[config.mk]
export PLATFORM = sky130hd
export DESIGN_NAME = mem_port_arbiter
export DESIGN_NICKNAME = d
export VERILOG_FILES = /design/src/rtl/mem_port_arbiter.sv
export SDC_FILE = /design/constraint.sdc
export NUM_CORES = 1
export LEC_CHECK = 0
export BUFFER_PORTS_ARGS = -buffer_cell sky130_fd_sc_hd__buf_2
export CORE_ASPECT_RATIO = 0.75
export CORE_MARGIN = 4
export CORE_UTILIZATION = 48
export DETAILED_ROUTE_END_ITERATION = 16
export PLACE_DENSITY = 0.91
export SYNTH_ARGS = -nofsm -noshare
export SYNTH_HDL_FRONTEND = slang
export SYNTH_SLANG_ARGS = --single-unit
[constraint.sdc]
create_clock -name clk_i -period 3 [get_ports clk_i]
set_input_delay 0.45 -clock clk_i [delete_from_list [all_inputs] [get_ports clk_i]]
set_output_delay 0.45 -clock clk_i [all_outputs]
set_load 0.05 [all_outputs]
[src/rtl/mem_port_arbiter.sv]
`default_nettype none
// ============================================================================
// Module   : mem_port_arbiter
// Purpose  : Shares one multi-cycle memory port between IF and MEM stages,
//            data first with a bounded fetch-starvation limit.
// Revision : 1.0 - initial release
// ============================================================================
module mem_port_arbiter #(
   parameter int ADDR_W     = 32,
   parameter int DATA_W     = 32,
   parameter int STARVE_LIM = 4
) (
   input  logic              clk_i,
   input  logic              rst_i,
   input  logic              if_req_i,
   input  logic [ADDR_W-1:0] if_addr_i,
   output logic [DATA_W-1:0] if_rdata_o,
   output logic              if_ack_o,
   input  logic              dm_req_i,
   input  logic              dm_we_i,
   input  logic [ADDR_W-1:0] dm_addr_i,
   input  logic [DATA_W-1:0] dm_wdata_i,
   output logic [DATA_W-1:0] dm_rdata_o,
   output logic              dm_ack_o,
   output logic              mem_req_o,
   output logic              mem_we_o,
   output logic [ADDR_W-1:0] mem_addr_o,
   output logic [DATA_W-1:0] mem_wdata_o,
   input  logic [DATA_W-1:0] mem_rdata_i,
   input  logic              mem_ack_i,
   output logic              stall_o
);

   typedef enum logic [2:0] {
      S_IDLE    = 3'd0,
      S_BUSY_IF = 3'd1,
      S_BUSY_DM = 3'd2,
      S_RESP_IF = 3'd3,
      S_RESP_DM = 3'd4
   } state_t;

   localparam logic [3:0] c_starve_lim = 4'(STARVE_LIM);

   state_t            r_state;
   state_t            w_state_nxt;
   logic [3:0]        r_streak;
   logic              w_grant_dm;
   logic              w_grant_if;
   logic              r_mem_we;
   logic [ADDR_W-1:0] r_mem_addr;
   logic [DATA_W-1:0] r_mem_wdata;
   logic [DATA_W-1:0] r_if_rdata;
   logic [DATA_W-1:0] r_dm_rdata;

   always_comb begin
      w_state_nxt = r_state;
      w_grant_dm  = 1'b0;
      w_grant_if  = 1'b0;
      case (r_state)
         S_IDLE: begin
            // Data wins unless fetch has already waited out its allowance
            if (dm_req_i && !(if_req_i && (r_streak == c_starve_lim))) begin
               w_grant_dm  = 1'b1;
               w_state_nxt = S_BUSY_DM;
            end else if (if_req_i) begin
               w_grant_if  = 1'b1;
               w_state_nxt = S_BUSY_IF;
            end
         end
         S_BUSY_IF: if (mem_ack_i) w_state_nxt = S_RESP_IF;
         S_BUSY_DM: if (mem_ack_i) w_state_nxt = S_RESP_DM;
         S_RESP_IF: w_state_nxt = S_IDLE;
         S_RESP_DM: w_state_nxt = S_IDLE;
         default:   w_state_nxt = S_IDLE;
      endcase
   end

   always_ff @(posedge clk_i) begin
      if (rst_i) begin
         r_state     <= S_IDLE;
         r_streak    <= 4'd0;
         r_mem_we    <= 1'b0;
         r_mem_addr  <= '0;
         r_mem_wdata <= '0;
         r_if_rdata  <= '0;
         r_dm_rdata  <= '0;
      end else begin
         r_state <= w_state_nxt;
         if (w_grant_dm) begin
            r_mem_we    <= dm_we_i;
            r_mem_addr  <= dm_addr_i;
            r_mem_wdata <= dm_wdata_i;
            if (!if_req_i)
               r_streak <= 4'd0;
            else if (r_streak < c_starve_lim)
               r_streak <= r_streak + 4'd1;
         end
         if (w_grant_if) begin
            r_mem_we   <= 1'b0;
            r_mem_addr <= if_addr_i;
            r_streak   <= 4'd0;
         end
         if ((r_state == S_BUSY_IF) && mem_ack_i)
            r_if_rdata <= mem_rdata_i;
         // Writes leave the last read value visible to the MEM stage
         if ((r_state == S_BUSY_DM) && mem_ack_i && !r_mem_we)
            r_dm_rdata <= mem_rdata_i;
      end
   end

   assign mem_req_o   = (r_state == S_BUSY_IF) || (r_state == S_BUSY_DM);
   assign mem_we_o    = r_mem_we;
   assign mem_addr_o  = r_mem_addr;
   assign mem_wdata_o = r_mem_wdata;
   assign if_ack_o    = (r_state == S_RESP_IF);
   assign dm_ack_o    = (r_state == S_RESP_DM);
   assign if_rdata_o  = r_if_rdata;
   assign dm_rdata_o  = r_dm_rdata;
   assign stall_o     = (if_req_i & ~if_ack_o) | (dm_req_i & ~dm_ack_o);

endmodule
`default_nettype wire

---- Word level (Yosys, flattened, before mapping) ----
Cells that the tools add are included.
W data, S select, Z words.
operators by class
  add/subtract/negate cells ............... 1
  $mul .................................... 0
  divide/modulo/power cells ............... 0
  order comparisons ....................... 1
  equality and inequality tests ........... 9
  shifts and indexed selects .............. 0
  mux-type cells .......................... 14
  bitwise operators ....................... 5
  reductions and logical operators ........ 13
operator list
  kind                   number
  $mux W32               2
  $mux W3                4
  $pmux W3 S3            1
  $mux W4                2
  $eq A3 B2 Y1 const B   2
  $logic_and A1 B1 Y1    5
  $mux W1                5
  $add A4 B1 Y4 const B  1
  $eq A4 B3 Y1 const B   1
  $lt A4 B3 Y1 const B   1
  $ne A2 B2 Y1 const B   2
  $eq A3 B1 Y1 const B   1
  $eq A3 B3 Y1 const B   1
  $logic_not A3 Y1       1
  $ne A3 B3 Y1 const B   1
  $reduce_and A3 Y1      1
  $and A1 B1 Y1          2
  $logic_not A1 Y1       2
  $ne A2 B1 Y1 const B   1
  $not A1 Y1             2
  $reduce_and A2 Y1      1
  $reduce_bool A2 Y1     1
  $reduce_or A2 Y1       1
  $logic_or A1 B1 Y1     1
  $or A1 B1 Y1           1
storage, ports and cells
  register bits ........................... 136
  bits in latches ......................... 0
  bits in writable memories ............... 0
  bits in read-only memories .............. 0
  bits of input ports ..................... 134
  output and inout bits ................... 133
  word-level logic and storage cells ...... 50
  memories ................................ 0

---- Longest topological paths before layout ----
Gate-level depths: netlist of run 1.
  depth after elaboration ................. 8
  mapped depth ............................ 8
  mapped depth without buffers ............ 6

---- Least setup slack after synthesis of run 1 ----
No wires, ideal clock.
  path kind ............................... register -> output
  start ................................... register r_state[0]
  end ..................................... output stall_o
  arrival ................................. 2.404 ns
  required time ........................... 2.550 ns
  setup slack ............................. 0.146 ns
  stages on the path, launching flop included .. 5
  buffers on the path ..................... 1
  cells stage by stage .................... dfxtp_1 > buf_2 > inv_1 > nor3b_1 > o22ai_1
on the way
  word-level cells in the longest chain between the ends .. 4
  elaborated cells on any way between the ends .. 7
  classes of those cells .................. eq/ne: 2; bitwise: 5
ends and longest elaborated chain
  element                   line  text
  start: declaration        44    state_t r_state;
  start signal: assignment  88    r_state <= w_state_nxt;
  $eq A3 B2 Y1              115   assign if_ack_o = (r_state == S_RESP_IF);
  via if_ack_o              18    output logic if_ack_o,
  $not A1 Y1                119   assign stall_o = (if_req_i & ~if_ack_o) | (dm_req_i & ~dm_ack_o);
  $and A1 B1 Y1             119
  $or A1 B1 Y1              119
  end: declaration          31    output logic stall_o
The timed path passes the listed nets, and every way through them passes these cells.

---- Worst setup path in the final report of run 1 ----
  start ................................... register r_streak[0]
  end ..................................... register r_mem_wdata[2], in the netlist mem_wdata_o[2]
on the way
  word-level cells in the longest chain between the ends .. 6
ends and longest elaborated chain
  element                   line  text
  start: declaration        46    logic [3:0] r_streak;
  start signal: assignment  96    r_streak <= r_streak + 4'd1;
  $eq A4 B3 Y1              62    if (dm_req_i && !(if_req_i && (r_streak == c_starve_lim))) begin
  $logic_and A1 B1 Y1       62
  $logic_not A1 Y1          62
  $logic_and A1 B1 Y1       62
  $mux W1                   62
  $mux W1                   59    case (r_state)
  end signal: assignment    92    r_mem_wdata <= dm_wdata_i;
  end: declaration          51    logic [DATA_W-1:0] r_mem_wdata;
No other way between the ends.
A chain may end at the register's enable or synchronous reset.

==> flow_summary.json, run 1 <==
{
  "yosysMostFrequentCell": "nand2_1",
  "cts_hold_buffers": 0,
  "power_switching_share": 0.3070,
  "synth-async-reset-ratio": 0,
  "power.total_w": 0.004935,
  "pwr-share-clk": 0.412,
  "syn_nets": 759,
  "worst-path-buf-inv": 2,
  "rsz0062_at_grt": "false",
  "path_clk_slew_ns": 0.06,
  "cts_setup_buffers": 0,
  "drc": 0,
  "power.density_nw_per_um2": 705.9,
  "crit_path_start_kind": "flip-flop",
  "hold_start": "if_addr_i[16]",
  "synth_area_um2": 5030,
  "ioPinCount": 267,
  "skew_ns": 0.01003,
  "clk_latency_ns": 0.41,
  "ys.flop_type": "dfxtp_1",
  "clock_path_buffers": 2,
  "wire_per_inst_um": 14.76,
  "leakage_nw": 3.195,
  "antenna_found_initial": 1,
  "core-area_um2": 10250,
  "die_h_um": 96.65,
  "yosysTopAreaCell": "dfxtp_1",
  "critPathArrivalTime_ns": 2.52,
  "synth_area_leaders": "dfxtp_1, nand2_1, a21oi_1",
  "ys_warn_count": 0,
  "die_w_um": 126.2,
  "synthDistinctLibCells": 35,
  "antenna_left": 0,
  "status": "finished, final reports clean",
  "numCtsBuffers": 17,
  "final_nets": 1006,
  "grt_usage": 0.2347,
  "max_slew_margin": 0.5760,
  "tritoncts": "yes",
  "port_buffers": 266,
  "grt_pass1_wl_mm": 23.46,
  "num_vias": 5256,
  "netlist_instances": 623,
  "ir_drop_mv": 0.3972,
  "timing.rr.end": "mem_wdata_o[2]",
  "hold_viol": 0,
  "endpoint_kind": "flip-flop",
  "clkSinkCount": 136,
  "worstMarginPinSlew_ns": 0.6360,
  "internal-power_w": 0.003420,
  "crit_family": "simple AND/OR/NAND/NOR gates",
  "routed_wl_mm": 15.05,
  "yosys-top-cells-count": "nand2_1, dfxtp_1, a21oi_1, clkbuf_1, a22oi_1",
  "crit_type": "flip-flop to flip-flop",
  "vias_per_cell": 5.153,
  "gp_congestion": 0.8212,
  "cts_root_buffer": "clkbuf_16",
  "hold_depth": 3,
  "pwr-share-comb": 0.189,
  "slowest_stage": "and3_2",
  "syn_to_final_growth_pct": 39.01,
  "start_util": 0.4907,
  "required_ns": 3.32,
  "hp-class": "input port to flip-flop",
  "tns_ns": 0,
  "synth-seq-area-share": 0.5413,
  "hpwl_mm": 10.71,
  "grt_max_degree": 56,
  "finalNonFillerCells": 1020,
  "drt_pre_antenna_iters": 4,
  "num_rows": 32,
  "setup_viol": 0,
  "dp_cells": 987,
  "holdPathEnd": "mem_addr_o[16]",
  "dp_slack_ns": 0.8282,
  "synth_edf_count": 0,
  "setup_ws_ns": 0.8011,
  "drive_above_1_share": 0.3567,
  "switching_power_w": 0.001515,
  "cpPeakStageDelay_ns": 0.65,
  "timing.rr.start": "r_streak[0]",
  "fin_crit_sh": 0.7330,
  "rr_worst_depth": 7,
  "n_fill_cell": 847,
  "rrSetupSlack_ns": 0.80,
  "maxSlewViolCount": 0,
  "worstPathMaxFanout": 33,
  "cap_violations": 0,
  "layout_min_cycle_time_ns": 2.199,
  "crit_chain": "inv_1 -> ha_1 -> nand4b_1 -> and3_2 -> buf_4 -> nand2_1 -> a21oi_1",
  "globalRouteOverflowTotal": 0,
  "ys_seq_elements": 136,
  "grt_pass1_vias": 4906,
  "h-tree-depth": 4,
  "fmax_ghz": 0.4548,
  "drt_iter0_drc": 239,
  "post_cts_resized": 0,
  "dieArea_um2": 12200,
  "pwr-share-seq": 0.400,
  "yosysTopAreaCellShare": 0.5413,
  "syn_avg_cell_area_um2": 8.074
}
## layer usage
metal	wire length, um	vias to the layer above	global-route usage
met5	0	-	0
met3	1291	20	0.08499
li1	-	2575	-
met1	5885	2447	0.2678
met2	7632	214	0.4042
met4	244	0	0.08409
## layout make-up
cell class,instances,area (um2),share of cell area
tap,136,170.2,0.02434
antenna,1,2.502,0.0003579
sequential,136,2723,0.3894
clock inverter,13,143.9,0.02058
multi-input combinational,433,2062,0.2949
inverter,5,18.77,0.002684
timing repair buffer,277,1429,0.2044
clock buffer,19,442.9,0.06335
## worst min-delay path, cell delays in order
cell     delay [ns]
buf_2          0.09
nand2_1        0.04
a21oi_1        0.05
## sequential cells by signal (all words and copies together), names as in the netlist
register	cells
dm_rdata_o	32
if_rdata_o	32
mem_addr_o	32
mem_wdata_o	32
mem_we_o	1
r_state	3
r_streak	4
## cells by family (layout without fill, tap and decap cells)
group,Yosys count,count (layout),synth area share
simple gates,256,256,0.2047
buf+inv,54,314,0.05025
other cells,0,1,0
fa+ha+maj,2,2,0.004974
flops,136,136,0.5413
xor+xnor,3,3,0.005225
mux,2,2,0.003980
compound gates,170,170,0.1896
## worst max-delay path by stage
stage	startpoint	end	slack [ns]	cells past startpoint
2_1_floorplan	r_state[0]	stall_o	0.15	4
3_3_place_gp	r_streak[0]	mem_wdata_o[29]	0.94	7
3_5_place_dp	r_streak[0]	mem_wdata_o[2]	0.83	7
4_1_cts	r_streak[0]	mem_wdata_o[9]	0.81	7
5_1_grt	r_streak[0]	mem_wdata_o[2]	0.63	7
6_report	r_streak[0]	mem_wdata_o[2]	0.80	7
## power by group through the flow
| stage | Clock (W) | Combinational, W | Sequential (W) |
|---|---|---|---|
| 6_report | 0.00203 | 0.000930 | 0.00197 |
| 5_1_grt | 0.00215 | 0.000990 | 0.00199 |
| 4_1_cts | 0.00206 | 0.000934 | 0.00197 |
| 3_5_place_dp | 0 | 0.000929 | 0.00201 |
| 3_3_place_gp | 0 | 0.000916 | 0.00201 |
| 2_1_floorplan | 0 | 0.000312 | 0.00236 |
## cell usage in the layout, fill, tap and decap left out, types with 3 or more instances in the layout
cell and instances:
buf_4 11, a21oi_1 130, nand2_1 227, inv_1 5, inv_6 3, buf_2 265
clkbuf_16 17, nor3_1 5, a22oi_1 32, dfxtp_1 136, nand4_1 3, clkinvlp_4 4
nor2_1 6
## through the flow
| stage | util | cell area [um2] | hold WS [ns] |
|---|---|---|---|
| after global routing | 0.6821 | 6992 | 0.2636 |
| after floorplan | - | 5030 | 0.4606 |
| after CTS | 0.6819 | 6989 | 0.2610 |
| after global placement | 0.6246 | 6402 | 0.4384 |
| after detailed placement | 0.6246 | 6402 | 0.4439 |
| final | 0.6821 | 6992 | 0.2758 |
(Power assumes the default switching activity.)
==> run 2: changes to the inputs <==
CORE_UTILIZATION = 40   (was 48)
PLACE_DENSITY = 0.81   (was 0.91)
clock period = 1.95 ns   (was 3 ns; I/O delays follow)
==> run 2 against run 1 <==
Against the previous run: non-clock buffer count up 1; sequential cell count stayed put; register-to-register slack lost 0.60 ns; count of clock-buffer cells in the layout is 1 lower.
==> flow_summary.json, run 2 (same netlist as run 1, synthesis figures left out) <==
{
  "hp-class": "input port to flip-flop",
  "routed_wl_mm": 15.15,
  "antenna_found_initial": 1,
  "worstPathMaxFanout": 10,
  "ir_drop_mv": 0.5211,
  "start_util": 0.4087,
  "core-area_um2": 12310,
  "drt_pre_antenna_iters": 5,
  "required_ns": 1.66,
  "num_rows": 35,
  "clkSinkCount": 136,
  "path_clk_slew_ns": 0.06,
  "cap_violations": 0,
  "clk_latency_ns": 0.41,
  "leakage_nw": 3.237,
  "grt_max_degree": 54,
  "die_w_um": 137.5,
  "grt_use_met3": 0.07796,
  "tritoncts": "yes",
  "grt_use_met1": 0.2412,
  "layout_min_cycle_time_ns": 1.824,
  "met2_usage": 0.3419,
  "globalRouteOverflowTotal": 0,
  "timing.rr.end": "mem_wdata_o[10]",
  "final_nets": 1007,
  "power.density_nw_per_um2": 1098,
  "skew_ns": 0.01208,
  "layout_common_cells": "buf_2, nand2_1, dfxtp_1",
  "num_vias": 5161,
  "die_h_um": 105.1,
  "timing.rr.start": "r_state[2]",
  "grt_pass1_vias": 4801,
  "drt_iter0_drc": 297,
  "max_slew_margin": 0.5461,
  "crit_path_start_kind": "flip-flop",
  "maxSlewViolCount": 0,
  "worstMarginPinSlew_ns": 0.6715,
  "rr_worst_depth": 5,
  "fmax_ghz": 0.5482,
  "hold_viol": 0,
  "port_buffers": 266,
  "power.total_w": 0.007846,
  "n_fill_cell": 1156,
  "grt_usage": 0.2041,
  "critPathLaunch": "r_state[1]",
  "critPathArrivalTime_ns": 1.53,
  "tns_ns": 0,
  "wire_per_inst_um": 14.41,
  "antenna_left": 0,
  "crit_type": "flip-flop to output pin",
  "cts_hold_buffers": 0,
  "rrSetupSlack_ns": 0.20,
  "clock_path_buffers": 2,
  "globalRoute.busiestLayer": "met2",
  "h-tree-depth": 4,
  "cts_setup_buffers": 0,
  "final_common_cell": "buf_2",
  "hold_ws_ns": 0.1167,
  "fin_crit_sh": 0.9354,
  "hpwl_mm": 10.67,
  "setup_viol": 0,
  "endpoint_kind": "output pin",
  "drc": 0,
  "ioPinCount": 267,
  "cts_root_buffer": "clkbuf_16",
  "status": "finished, final reports clean",
  "dieArea_um2": 14450,
  "rsz0062_at_grt": "false",
  "crit_end": "stall_o",
  "syn_to_final_growth_pct": 42.06,
  "drive_above_1_share": 0.3609,
  "numCtsBuffers": 17,
  "gp_congestion": 0.8127,
  "grt_pass1_wl_mm": 23.73,
  "vias_per_cell": 4.911
}
[run 2: critical path, stage by stage, from the launching register on]
cell and delay (ns):
dfxtp_2 0.43, nor2_1 0.08, and2_2 0.20, o22ai_1 0.17, buf_4 0.24
[run 2: worst min path at each step]
| stage | start | to | slack, ns | cells past startpoint |
|---|---|---|---|---|
| finish | if_addr_i[21] | mem_addr_o[21] | 0.12 | 3 |
| global route | if_addr_i[24] | mem_addr_o[24] | 0.11 | 3 |
| CTS | if_addr_i[24] | mem_addr_o[24] | 0.1 | 3 |
| detailed placement | mem_wdata_o[21] | mem_wdata_o[21] | 0.44 | 2 |
| global placement | if_rdata_o[15] | if_rdata_o[15] | 0.44 | 2 |
| floorplan | mem_rdata_i[0] | dm_rdata_o[0] | 0.43 | 2 |
[run 2: layout make-up]
class	instances	area, um2	area share
Antenna cell	1	2.502	0.0003502
Clock buffer	18	429.2	0.06006
Clock inverter	14	187.7	0.02627
Inverter	5	18.77	0.002627
Multi-Input combinational cell	433	2073	0.2901
Sequential cell	136	2725	0.3814
Tap cell	166	207.7	0.02907
Timing Repair Buffer	278	1501	0.2101
[run 2: report_power, final]
group / switching, W / total (W) / internal (W)
Combinational: 0.00105 / 0.00147 / 0.000419
Sequential: 0.0000912 / 0.00304 / 0.00294
Clock: 0.00130 / 0.00335 / 0.00205
[run 2: per-layer routing]
metal  up-vias  share of wire
li1       2578              -
met1      2364           0.41
met2       202           0.48
met3        17           0.10
met4         0          0.012
met5         -              0
[run 2: what timing repair did]
action,CTS,global route
setup endpoints to repair,1,2
hold endpoints to repair,0,0
resized for setup,2,1
[run 2: stage by stage]
stage          worst slack, ns  cell area, um2    util  std cells
6_report                0.1260            7146  0.5807       1051
5_1_grt               0.004653            7146  0.5807       1051
4_1_cts               0.008340            7142  0.5804       1050
3_5_place_dp            0.1889            6521  0.5299       1018
3_3_place_gp            0.2256            6521  0.5299       1018
2_1_floorplan          0.03881            5041       -        623
